**config.mk**
```make
export PLATFORM = sky130hd
export DESIGN_NAME = uart_tx_queue
export DESIGN_NICKNAME = d
export VERILOG_FILES = /design/src/rtl/uart_pkg.sv /design/src/rtl/uart_fifo_mem.sv /design/src/rtl/uart_tx_queue.sv
export SDC_FILE = /design/constraint.sdc
export NUM_CORES = 1
export LEC_CHECK = 0
export CORE_ASPECT_RATIO = 1.5
export CORE_UTILIZATION = 53
export CTS_CLUSTER_DIAMETER = 50
export CTS_CLUSTER_SIZE = 28
export DETAILED_ROUTE_END_ITERATION = 16
export PLACE_DENSITY = 0.76
export SLEW_MARGIN = 10
export SYNTH_ARGS = -nofsm -noshare
export SYNTH_HDL_FRONTEND = slang
export SYNTH_SLANG_ARGS = --single-unit
```
**constraint.sdc**
```tcl
create_clock -name clk -period 3.54 [get_ports clk]
set_input_delay 0.531 -clock clk [delete_from_list [all_inputs] [get_ports clk]]
set_output_delay 0.531 -clock clk [all_outputs]
set_load 0.01 [all_outputs]
```
**src/rtl/uart_pkg.sv**
```systemverilog
// rtl/uart_pkg.sv - shared widths, depth and FSM state type for the UART TX queue
package uart_pkg;

  localparam int DATA_W        = 8;
  localparam int DEFAULT_DEPTH = 16;

  typedef enum logic [1:0] {
    IDLE,
    REQ,
    WAIT_START,
    WAIT_DONE
  } tx_queue_state_t;

endpackage

```
**src/rtl/uart_fifo_mem.sv**
```systemverilog
// rtl/uart_fifo_mem.sv - SIZE x DEPTH storage, one write port, registered-address read
module uart_fifo_mem
  import uart_pkg::*;
#(
  parameter int SIZE  = DATA_W,
  parameter int DEPTH = DEFAULT_DEPTH,
  parameter int AW    = $clog2(DEPTH)
) (
  input  logic            clk_i,
  input  logic            rst_ni,
  input  logic            we_i,
  input  logic [AW-1:0]   waddr_i,
  input  logic [SIZE-1:0] wdata_i,
  input  logic [AW-1:0]   raddr_i,
  output logic [SIZE-1:0] rdata_o
);

  logic [SIZE-1:0] mem_q [DEPTH];
  logic [AW-1:0]   raddr_q;

  // Storage write; the array itself is never reset.
  always_ff @(posedge clk_i) begin
    if (we_i) begin
      mem_q[waddr_i] <= wdata_i;
    end
  end

  // Read address is captured every cycle; data follows the captured address.
  always_ff @(posedge clk_i or negedge rst_ni) begin
    if (!rst_ni) begin
      raddr_q <= '0;
    end else begin
      raddr_q <= raddr_i;
    end
  end

  assign rdata_o = mem_q[raddr_q];

endmodule

```
**src/rtl/uart_tx_queue.sv**
```systemverilog
// rtl/uart_tx_queue.sv - host byte FIFO feeding a UART transmitter; UART_TX_QUEUE_LEVEL_EN adds the level port
module uart_tx_queue
  import uart_pkg::*;
#(
  parameter int SIZE  = DATA_W,
  parameter int DEPTH = DEFAULT_DEPTH
) (
  input  logic            clk,
  input  logic            reset,
  input  logic [SIZE-1:0] wr_data,
  input  logic            wr_en,
  input  logic            ovf_clr,
  output logic            full,
  output logic            empty,
  output logic            overflow,
  output logic [SIZE-1:0] tx_data,
  output logic            tx_rq,
  input  logic            tx_busy
`ifdef UART_TX_QUEUE_LEVEL_EN
  ,
  output logic [$clog2(DEPTH):0] level
`endif
);

  localparam int AW = $clog2(DEPTH);
  localparam int CW = AW + 1;

  logic [AW-1:0]   wr_ptr_q, wr_ptr_d;
  logic [AW-1:0]   rd_ptr_q, rd_ptr_d;
  logic [CW-1:0]   count_q, count_d;
  logic            full_q, full_d;
  logic            empty_q, empty_d;
  logic            ovf_q, ovf_d;
  logic            head_vld_q, head_vld_d;
  logic            wr_ok;
  logic            pop;
  logic [SIZE-1:0] rd_data;

  tx_queue_state_t state_q, state_d;
  logic [SIZE-1:0] tx_data_q, tx_data_d;
  logic            tx_rq_q, tx_rq_d;

  uart_fifo_mem #(
    .SIZE  (SIZE),
    .DEPTH (DEPTH),
    .AW    (AW)
  ) u_mem (
    .clk_i   (clk),
    .rst_ni  (reset),
    .we_i    (wr_ok),
    .waddr_i (wr_ptr_q),
    .wdata_i (wr_data),
    .raddr_i (rd_ptr_q),
    .rdata_o (rd_data)
  );

  // Pointer, count, flag and sticky-overflow next state.
  // The read address is registered inside the storage, so the head byte is
  // only trusted one cycle after the read pointer settles (head_vld).
  always_comb begin
    wr_ok      = wr_en && !full_q;
    pop        = (state_q == IDLE) && !empty_q && head_vld_q && !tx_busy;
    wr_ptr_d   = wr_ptr_q + AW'(wr_ok);
    rd_ptr_d   = rd_ptr_q + AW'(pop);
    count_d    = count_q + CW'(wr_ok) - CW'(pop);
    empty_d    = (count_d == '0);
    full_d     = (count_d == CW'(DEPTH));
    head_vld_d = (count_q != '0) && !pop;
    ovf_d      = ovf_q;
    if (ovf_clr) begin
      ovf_d = 1'b0;
    end
    if (wr_en && full_q) begin
      ovf_d = 1'b1;
    end
  end

  // FIFO bookkeeping registers.
  always_ff @(posedge clk or negedge reset) begin
    if (!reset) begin
      wr_ptr_q   <= '0;
      rd_ptr_q   <= '0;
      count_q    <= '0;
      empty_q    <= 1'b1;
      full_q     <= 1'b0;
      ovf_q      <= 1'b0;
      head_vld_q <= 1'b0;
    end else begin
      wr_ptr_q   <= wr_ptr_d;
      rd_ptr_q   <= rd_ptr_d;
      count_q    <= count_d;
      empty_q    <= empty_d;
      full_q     <= full_d;
      ovf_q      <= ovf_d;
      head_vld_q <= head_vld_d;
    end
  end

  // Handshake FSM next state: one request per byte, then wait for a full busy cycle.
  always_comb begin
    state_d   = state_q;
    tx_rq_d   = 1'b0;
    tx_data_d = tx_data_q;
    case (state_q)
      IDLE: begin
        if (pop) begin
          tx_data_d = rd_data;
          tx_rq_d   = 1'b1;
          state_d   = REQ;
        end
      end
      REQ: begin
        state_d = WAIT_START;
      end
      WAIT_START: begin
        if (tx_busy) begin
          state_d = WAIT_DONE;
        end
      end
      WAIT_DONE: begin
        if (!tx_busy) begin
          state_d = IDLE;
        end
      end
      default: begin
        state_d = IDLE;
      end
    endcase
  end

  // FSM state and transmitter-facing registers.
  always_ff @(posedge clk or negedge reset) begin
    if (!reset) begin
      state_q   <= IDLE;
      tx_data_q <= '0;
      tx_rq_q   <= 1'b0;
    end else begin
      state_q   <= state_d;
      tx_data_q <= tx_data_d;
      tx_rq_q   <= tx_rq_d;
    end
  end

  assign full     = full_q;
  assign empty    = empty_q;
  assign overflow = ovf_q;
  assign tx_data  = tx_data_q;
  assign tx_rq    = tx_rq_q;

`ifdef UART_TX_QUEUE_LEVEL_EN
  assign level = count_q;
`endif

endmodule

```
==> reports/metrics.cfg, run 1 <==
[pwr]
vdd_drop_max_mv = 0.365
power.density_nw_per_um2 = 823
p_leak_uw = 0.00265

[layout]
fin_cells = 533
drive_gt1_share_pct = 21.1
area_growth_pct = 17.2
num_antenna_cells = 0
final-seq-area_sq_um = 4650
fill_cells = 795
nets = 398
fin_area_sq_um = 7380
multi_input_area_sq_um = 1530

[global_route]
grt_pass1_wl_mm = 17.7
first_global_vias = 3260
antenna_found_initial = 0
gr-usage-all-layers_pct = 20.4
grt_remaining_overflow = 0
grt_max_degree = 33

[synth]
synth_top_family_by_area = multiplexers
synth-edff-count = 128
synth_most_common_cell = edfxtp_1
mappedNetlistNets = 351
synth.distinct_cells = 32
yosysTopAreaCell = edfxtp_1
yosys_warnings = 0
yosys.area.top_type_share_pct = 61.0
yosysSeqAreaShare_pct = 73.8
synthTopCellsByArea = edfxtp_1 (61%), dfrtp_1 (12%), mux4_2 (11%)
async_flop_share_pct = 20.0
ys_top_cells_by_count = edfxtp_1 (128), dfrtp_1 (31), mux4_2 (30)
synthAdderAreaFrac_pct = 3.10
synth_seq_cells = 160
netlist_instances = 323
avgSynthCellArea_sq_um = 19.5
synthMuxAreaShare_pct = 14.5
synth_compound_area_share_pct = 1.69
yosys.area_share.simple_pct = 3.89
synth-xor-area-share_pct = 1.11
syn_area_sq_um = 6300
synth_top_flop_cell = edfxtp_1

[drt]
drcViolationCount = 0
dr_wl_met3_microns = 345
vias = 3013
routed_via_density = 5.65
ant_nets = 0
post_drt_wl_per_cell_microns = 21.0
finalWirelength_mm = 11.2
drt_iter0_drc = 215
top_layer_used = met4
route.met2.wl_mm = 6.41
drt_pre_antenna_iters = 4
m1WireLength_mm = 4.33

[critical_path]
critPathKind = reg2reg
reg2reg_slack_ps = 800
setup.worst_path.end = full$_DFF_PN0_
end_kind = flip-flop
r2r-end = full$_DFF_PN0_
cp_max_fo = 5
reg2reg_from = state_q[0]$_DFFE_PN0P_
critPathLaunch = state_q[0]$_DFFE_PN0P_
worstPathRequired_ps = 3870
cp-start-kind = flip-flop
reg2reg_depth = 12
worstPathArrival_ps = 3070

[placed_design]
dp.cells = 501
dp_hpwl_mm = 7.42
portBuffers = 24
place_congestion = 0.765
post_dp_cell_area_sq_um = 6770

[clock_tree]
worst_skew_pair.late_latency_ps = 420
htreeDepth = 4
cts_tree = done
clockBufferDepth = 2
cts_hold_buf = 0
clkSlewWorstSetupHoldPaths_ps = 60
cts_buffers = 17
root_buffer = clkbuf_16
cts_num_sinks = 160
postCtsSetupRepairBufs = 0
cts_repair_resize_count = 0

[floorplanning]
dieArea_sq_um = 12300
die_x_microns = 91
ioPinCount = 25
fp.dieH_microns = 136
rows = 48
start_util_pct = 54.6
coreArea_sq_um = 11500

[timing]
finalSetupViolations = 0
period_share_pct = 77.5
setup_tns_ps = 0
rsz0062_at_grt = false
fin_skew_ps = 8.34
tightestPinTransition_ps = 850
maxSlewHeadroom_pct = 43.1
slew_viol_final = 0
finalCriticalPeriod_ps = 2740
fmax_ghz = 0.364
final-hold-violation-count = 0

[flow_run]
max-cap-violations = 0

[hold_path]
hold_path_class = reg2reg
hold_start = rd_ptr_q[0]$_DFF_PN0_

[run_status]
outcome = finished clean

==> stage by stage <==
stage | util (%) | hold WS, ps | total power (uW) | setup WS [ps]
floorplan | - | 235 | 3780 | 1000
global placement | 58.7 | 385 | 4200 | 585
detailed placement | 58.7 | 379 | 4270 | 475
CTS | 64.0 | 401 | 6140 | 800
global route | 64.0 | 416 | 6380 | 588
finish | 64.0 | 397 | 6080 | 796
==> cell type report <==
cell class / instances / share of cell area, %
clock buffer: 17 / 5.76
multi-input combinational: 140 / 20.8
sequential: 160 / 63.0
clock inverter: 15 / 2.53
timing repair buffer: 40 / 4.88
tap: 150 / 2.54
inverter: 11 / 0.559
==> power by group <==
group          leakage, uW  total, uW  switching [uW]  internal (uW)
Combinational     0.000826       1570             737            832
Sequential         0.00154       2660             294           2370
Clock             0.000286       1840             729           1120
==> state kept, by name, indices dropped and copies added (netlist names) <==
register / count
u_mem.mem_q: 128
tx_data: 8
count_q: 5
rd_ptr_q: 4
u_mem.raddr_q: 4
wr_ptr_q: 4
state_q: 2
empty: 1
full: 1
head_vld_q: 1
overflow: 1
tx_rq: 1
==> worst min path at each step <==
stage                                  to  slack (ps)  cells past startpoint
6_report       u_mem.raddr_q[0]$_DFF_PN0_         400                      0
5_1_grt        u_mem.raddr_q[0]$_DFF_PN0_         420                      0
4_1_cts        u_mem.raddr_q[0]$_DFF_PN0_         400                      0
3_5_place_dp   u_mem.raddr_q[0]$_DFF_PN0_         380                      0
3_3_place_gp   u_mem.raddr_q[0]$_DFF_PN0_         380                      0
2_1_floorplan        count_q[0]$_DFF_PN0_         240                      0
==> cells in the final DEF (no fill, tap or decap), types with 3 or more instances in the layout <==
cell type,n
a211o_1,7
buf_4,16
bufinv_16,3
clkbuf_16,17
clkdlybuf4s50_1,24
clkinv_4,5
clkinvlp_4,4
dfrtp_1,30
edfxtp_1,128
ha_1,14
inv_1,11
mux2i_1,15
mux4_1,3
mux4_2,30
nand2_1,4
nand2b_1,3
nand3_1,4
nor2_1,26
nor3_1,12
xnor2_1,3
xor2_1,5
==> worst max-delay path: stages (launching register included) <==
cell      delay (ps)
dfrtp_1          380
inv_1            100
ha_1             220
nand3_1          110
inv_1            130
ha_1             300
inv_1             40
ha_1             190
fa_1             410
a21oi_1          200
o21bai_1          90
xnor2_1          260
nor3b_1          220
==> cell families after synthesis <==
logic type	count (synthesis)
flops	160
buf+inv	23
compound gates	14
simple gates	54
xor+xnor	8
fa+ha+maj	15
mux	49
==> per-layer routing <==
metal | up-vias | global-route usage (%)
met2 | 58 | 36.3
met5 | - | 0
met1 | 1586 | 23.2
met3 | 6 | 4.71
met4 | 0 | 9.52
li1 | 1363 | -
No activity file was read; power rests on OpenSTA's default activity.
==> run 2, diff against run 1 <==
--- a/config.mk
+++ b/config.mk
@@ -10,7 +10,7 @@
 export CTS_CLUSTER_DIAMETER = 50
 export CTS_CLUSTER_SIZE = 28
 export DETAILED_ROUTE_END_ITERATION = 16
-export PLACE_DENSITY = 0.76
+export PLACE_DENSITY = 0.79
 export SLEW_MARGIN = 10
 export SYNTH_ARGS = -nofsm -noshare
 export SYNTH_HDL_FRONTEND = slang
==> constraint.sdc (replaced) <==
create_clock -name clk -period 2.5 [get_ports clk]
set_input_delay 0.375 -clock clk [delete_from_list [all_inputs] [get_ports clk]]
set_output_delay 0.375 -clock clk [all_outputs]
set_load 0.01 [all_outputs]
==> run 2 against run 1 <==
  * Clock skew decreased by 2.6 ps
  * Largest cell class unchanged
  * Critical endpoint unchanged
  * Clock-buffer cell count rose by 3
  * First-iteration DRC count increased by 38%
  * Cell area is 1.6% higher
  * Critical path type unchanged
  * Flip-flop and latch count unchanged
  * Cell count increased by 2.3%
  * Wire length is 2.8% higher
  * Die area unchanged
  * Core utilization increased by 1.0 points
  * Power up 44%
  * Non-clock buffer count up 12
  * Clock power is 36% higher
==> reports/metrics.cfg, run 2 (synthesis results as in run 1) <==
[placed_design]
dp_hpwl_mm = 7.17
dp.cells = 511
pre_cts_slack_ps = -301
portBuffers = 24
place_congestion = 0.754

[global_route]
first_global_vias = 3281
grt_pass1_wl_mm = 18.2
gr-usage-all-layers_pct = 21.1
antenna_found_initial = 0
grt_max_degree = 33
grt_remaining_overflow = 0

[timing]
slew_viol_final = 0
finalSetupViolations = 0
hold_slack_ps = 362
fin_skew_ps = 5.69
period_share_pct = 94.4
setup_ws_ps = 141
finalCriticalPeriod_ps = 2360
setup_tns_ps = 0
tightestPinTransition_ps = 575
final-hold-violation-count = 0
maxSlewHeadroom_pct = 61.6
fmax_ghz = 0.424
rsz0062_at_grt = false

[hold_path]
hold_path_class = in2async

[clock_tree]
cts_num_sinks = 160
htreeDepth = 4
cts_buffers = 17
worst_skew_pair.late_latency_ps = 420
clkSlewWorstSetupHoldPaths_ps = 60
cts_hold_buf = 0
clockBufferDepth = 2
root_buffer = clkbuf_16
cts_tree = done

[drt]
drt_iter0_drc = 296
vias = 3165
ant_nets = 0
routed_via_density = 5.81
drt_pre_antenna_iters = 4
post_drt_wl_per_cell_microns = 21.1
finalWirelength_mm = 11.5
drcViolationCount = 0

[layout]
nets = 410
final-seq-area_sq_um = 4650
multi_input_area_sq_um = 1580
largest_reg_flops = 128
area_growth_pct = 19.1
fin_cells = 545
fill_cells = 750
regMostFlops = u_mem.mem_q
num_antenna_cells = 0
final_cell_mix = edfxtp_1 (128), mux4_2 (30), dfrtp_1 (30)
layout_commonest_cell = edfxtp_1
post-route-util_pct = 65.0
drive_gt1_share_pct = 24.8

[floorplanning]
start_util_pct = 54.6
coreArea_sq_um = 11500
die_x_microns = 91
ioPinCount = 25
fp.dieH_microns = 136
dieArea_sq_um = 12300
rows = 48

[critical_path]
worstPathRequired_ps = 2840
end_kind = flip-flop
worstPathArrival_ps = 2700
cp-start-kind = flip-flop
reg2reg_depth = 10
critPathKind = reg2reg
cp_max_fo = 3

[run_status]
outcome = finished clean

[flow_run]
max-cap-violations = 0

[pwr]
vdd_drop_max_mv = 0.538
power.density_nw_per_um2 = 1160
p_leak_uw = 0.00272

[run 2: changes by cell type in the layout (fill, tap and decap cells not counted), moves of 2 or more]
cell,delta
buf_4,+11
clkinv_4,-5
clkbuf_1,+3
clkinv_2,+3
clkinv_1,+2
clkinvlp_4,-2
ha_1,-2
[run 2: final timing paths]
kind | start | end | slack, ps
max | state_q[1]$_DFFE_PN0P_ | full$_DFF_PN0_ | 140
max in group asynchronous | reset | empty$_DFF_PN1_ | 1810
min reg2reg | rd_ptr_q[0]$_DFF_PN0_ | u_mem.raddr_q[0]$_DFF_PN0_ | 390
min in group clk | rd_ptr_q[0]$_DFF_PN0_ | u_mem.raddr_q[0]$_DFF_PN0_ | 390
max reg2reg | state_q[1]$_DFFE_PN0P_ | full$_DFF_PN0_ | 140
min | reset | overflow$_DFFE_PN0P_ | 360
[run 2: layout make-up]
class | count | area share (%)
Clock buffer | 20 | 5.82
Clock inverter | 12 | 1.89
Inverter | 11 | 0.551
Multi-Input combinational cell | 140 | 21.1
Sequential cell | 160 | 62.0
Tap cell | 150 | 2.50
Timing Repair Buffer | 52 | 6.17
[run 2: critical path, stage by stage (launching register included)]
cell and delay, ps:
dfrtp_1 400, inv_1 110, ha_4 150, nand3_2 60, inv_1 80, ha_1 220, inv_1 60, ha_2 180
fa_2 450, or3_4 420, nor3b_2 150
[run 2: report_power, final]
group / total, uW / switching [uW] / internal [uW]
logic: 2550 / 1220 / 1320
clock network: 2510 / 958 / 1560
registers: 3670 / 318 / 3360
[run 2: metrics by stage]
step	power (uW)	cell area (sq um)
2_1_floorplan	5350	6300
3_3_place_gp	5980	6860
3_5_place_dp	6120	6860
4_1_cts	8690	7450
5_1_grt	9110	7500
6_report	8740	7500
[run 2: timing repair]
item                                   4_1_cts  5_1_grt
cloned                                       0        0
pin swaps                                    1        1
resized for setup                            2        8
setup endpoints to repair                    2        2
setup buffers                                0        2
endpoints found under the hold margin        0        0
[run 2: metal layers]
layer,track usage (%),part of all wire [%]
met3,6.34,5.0
met4,8.99,2.5
met2,36.1,54
met1,24.8,39
met5,0,0
==> edit (settings of run 2) <==
Register the output `overflow` once more; this adds one clock of latency there. The other outputs are not delayed to match.
--- a/src/rtl/uart_tx_queue.sv
+++ b/src/rtl/uart_tx_queue.sv
@@ -143,7 +143,9 @@
 
   assign full     = full_q;
   assign empty    = empty_q;
-  assign overflow = ovf_q;
+  always_ff @(posedge clk) begin
+    overflow <= ovf_q;
+  end
   assign tx_data  = tx_data_q;
   assign tx_rq    = tx_rq_q;
 
Function: same outputs for any inputs over 10 cycles, from zero or initial values and one cycle with reset low; that may be too few to reach the edited logic, so the function may still have changed.
==> edit against run 2 <==
Sequential power barely moved. Via count is 1.5% lower. Final area barely moved. Routed wire length is 1.2% lower. Critical path type unchanged. Global-route usage fell by 0.57 points. Synthesized area grew 0.32%. Critical path depth unchanged. Final cell count rose by 0.55%. Sequential cell count increased by 1. Power decreased by 2.2%. Largest cell class unchanged. Worst setup slack lost 0.032 ns. Clock power down 6%.
==> edit: results (changes against run 2) <==
| Metric | Value |
|---|---|
| Seq area share | 62.28% (was 61.97%) |
| Async S/R FF share, synth | 19.88% (was 20.00%) |
| Compound-Gate Fraction of Synth Area | 1.684% (was 1.689%) |
| CP max stage delay | 0.45 ns (about the same) |
| Worst-case clock buffer depth | 2 (unchanged) |
| Fmax | 0.4182 GHz (was 0.4239 GHz) |
| Non-clk buf share | 6.545% (was 6.174%) |
| Fin util | 64.98% (was 65.03%) |
| Leakage | 0.002722 µW (was 0.002720 µW) |
| Non-clock buffer count | 54 (was 52) |
| Yosys cell types | 33 (was 32) |
| Total track usage | 20.50% (was 21.07%) |
| Reg2reg start | state_q[0] (was state_q[1]) |
| Routability cong. | 0.7450 (was 0.7539) |
| Post-synth net total | 352 (was 351) |
| HPWL after DPL | 7559 µm (was 7174 µm) |
| Number of global-route vias before repair | 3,377 (was 3,281) |
| Crit path to | empty (was full) |
| Filler cells | 776 (was 750) |
| Mux contribution to synthesized area | 14.50% (was 14.54%) |
| Cells after DPL | 514 (was 511) |
| WHS | 0.3654 ns (was 0.3618 ns) |
| Top cells by area, synth | edfxtp_1, dfrtp_1, mux4_2 (unchanged) |
| Slew HR | 62.33% (was 61.57%) |
| CP max stage cell | fa_2 (unchanged) |
| Seq/Total Area, Yosys | 73.86% (was 73.77%) |
| P_int | 5984 µW (was 6236 µW) |
| Vias per cell | 5.688 (was 5.807) |
| Clock Sinks | 161 (was 160) |
| Wirelength per Cell | 20.75 µm (was 21.12 µm) |
| Share of post-route cells with drive strength above 1 | 25.13% (was 24.81%) |
| Signal inverters | 11 (unchanged) |
| Area of the multi-input gates | 1551 µm² (was 1582 µm²) |
| Worst Path Max Fanout | 2 (was 3) |
| First-pass GRT wire length | 18,080 µm (was 18,240 µm) |
| Final Skew | 0.009068 ns (was 0.005694 ns) |
| Worst endpoint data arrival time | 2.73 ns (was 2.70 ns) |
| Post-synthesis adder-cell area fraction | 3.090% (was 3.100%) |
| Pre-CTS WS | -0.2953 ns (was -0.3015 ns) |
| Clock buf count | 17 (was 20) |
| DRT iter0 DRCs | 209 (was 296) |
| Status | finished clean (unchanged) |
| Synth Area in XOR/XNOR | 1.109% (was 1.113%) |
## edit: per-layer routing
layer  vias up  global-route usage (%)  wire [µm]
met5         -                       0          0
met4         0                   12.08        339
met3        27                   5.051        573
met2       108                   35.52       6222
met1      1584                   23.02       4236
li1       1398                       -          -
## edit: power groups by stage
stage | logic, µW | registers (µW) | clock network (µW)
2_1_floorplan | 1760 | 3610 | 0
6_report | 2500 | 3680 | 2360
5_1_grt | 2710 | 3730 | 2520
3_3_place_gp | 2330 | 3710 | 0
4_1_cts | 2510 | 3690 | 2410
3_5_place_dp | 2460 | 3740 | 0
## edit: what timing repair did
action	in CTS	in global routing
gates resized for setup	1	3
pin swaps	1	1
endpoints found under the hold margin	0	0
hold buffers	0	0
setup buffers	1	1
endpoints found under the setup margin	1	2
## edit: worst max-delay path: cells and delay by family, from the launching register on
kind / cells / cell delay [ns]
buf+inv: 3 / 0.22
flops: 1 / 0.39
fa+ha+maj: 4 / 1.07
simple gates: 3 / 0.64
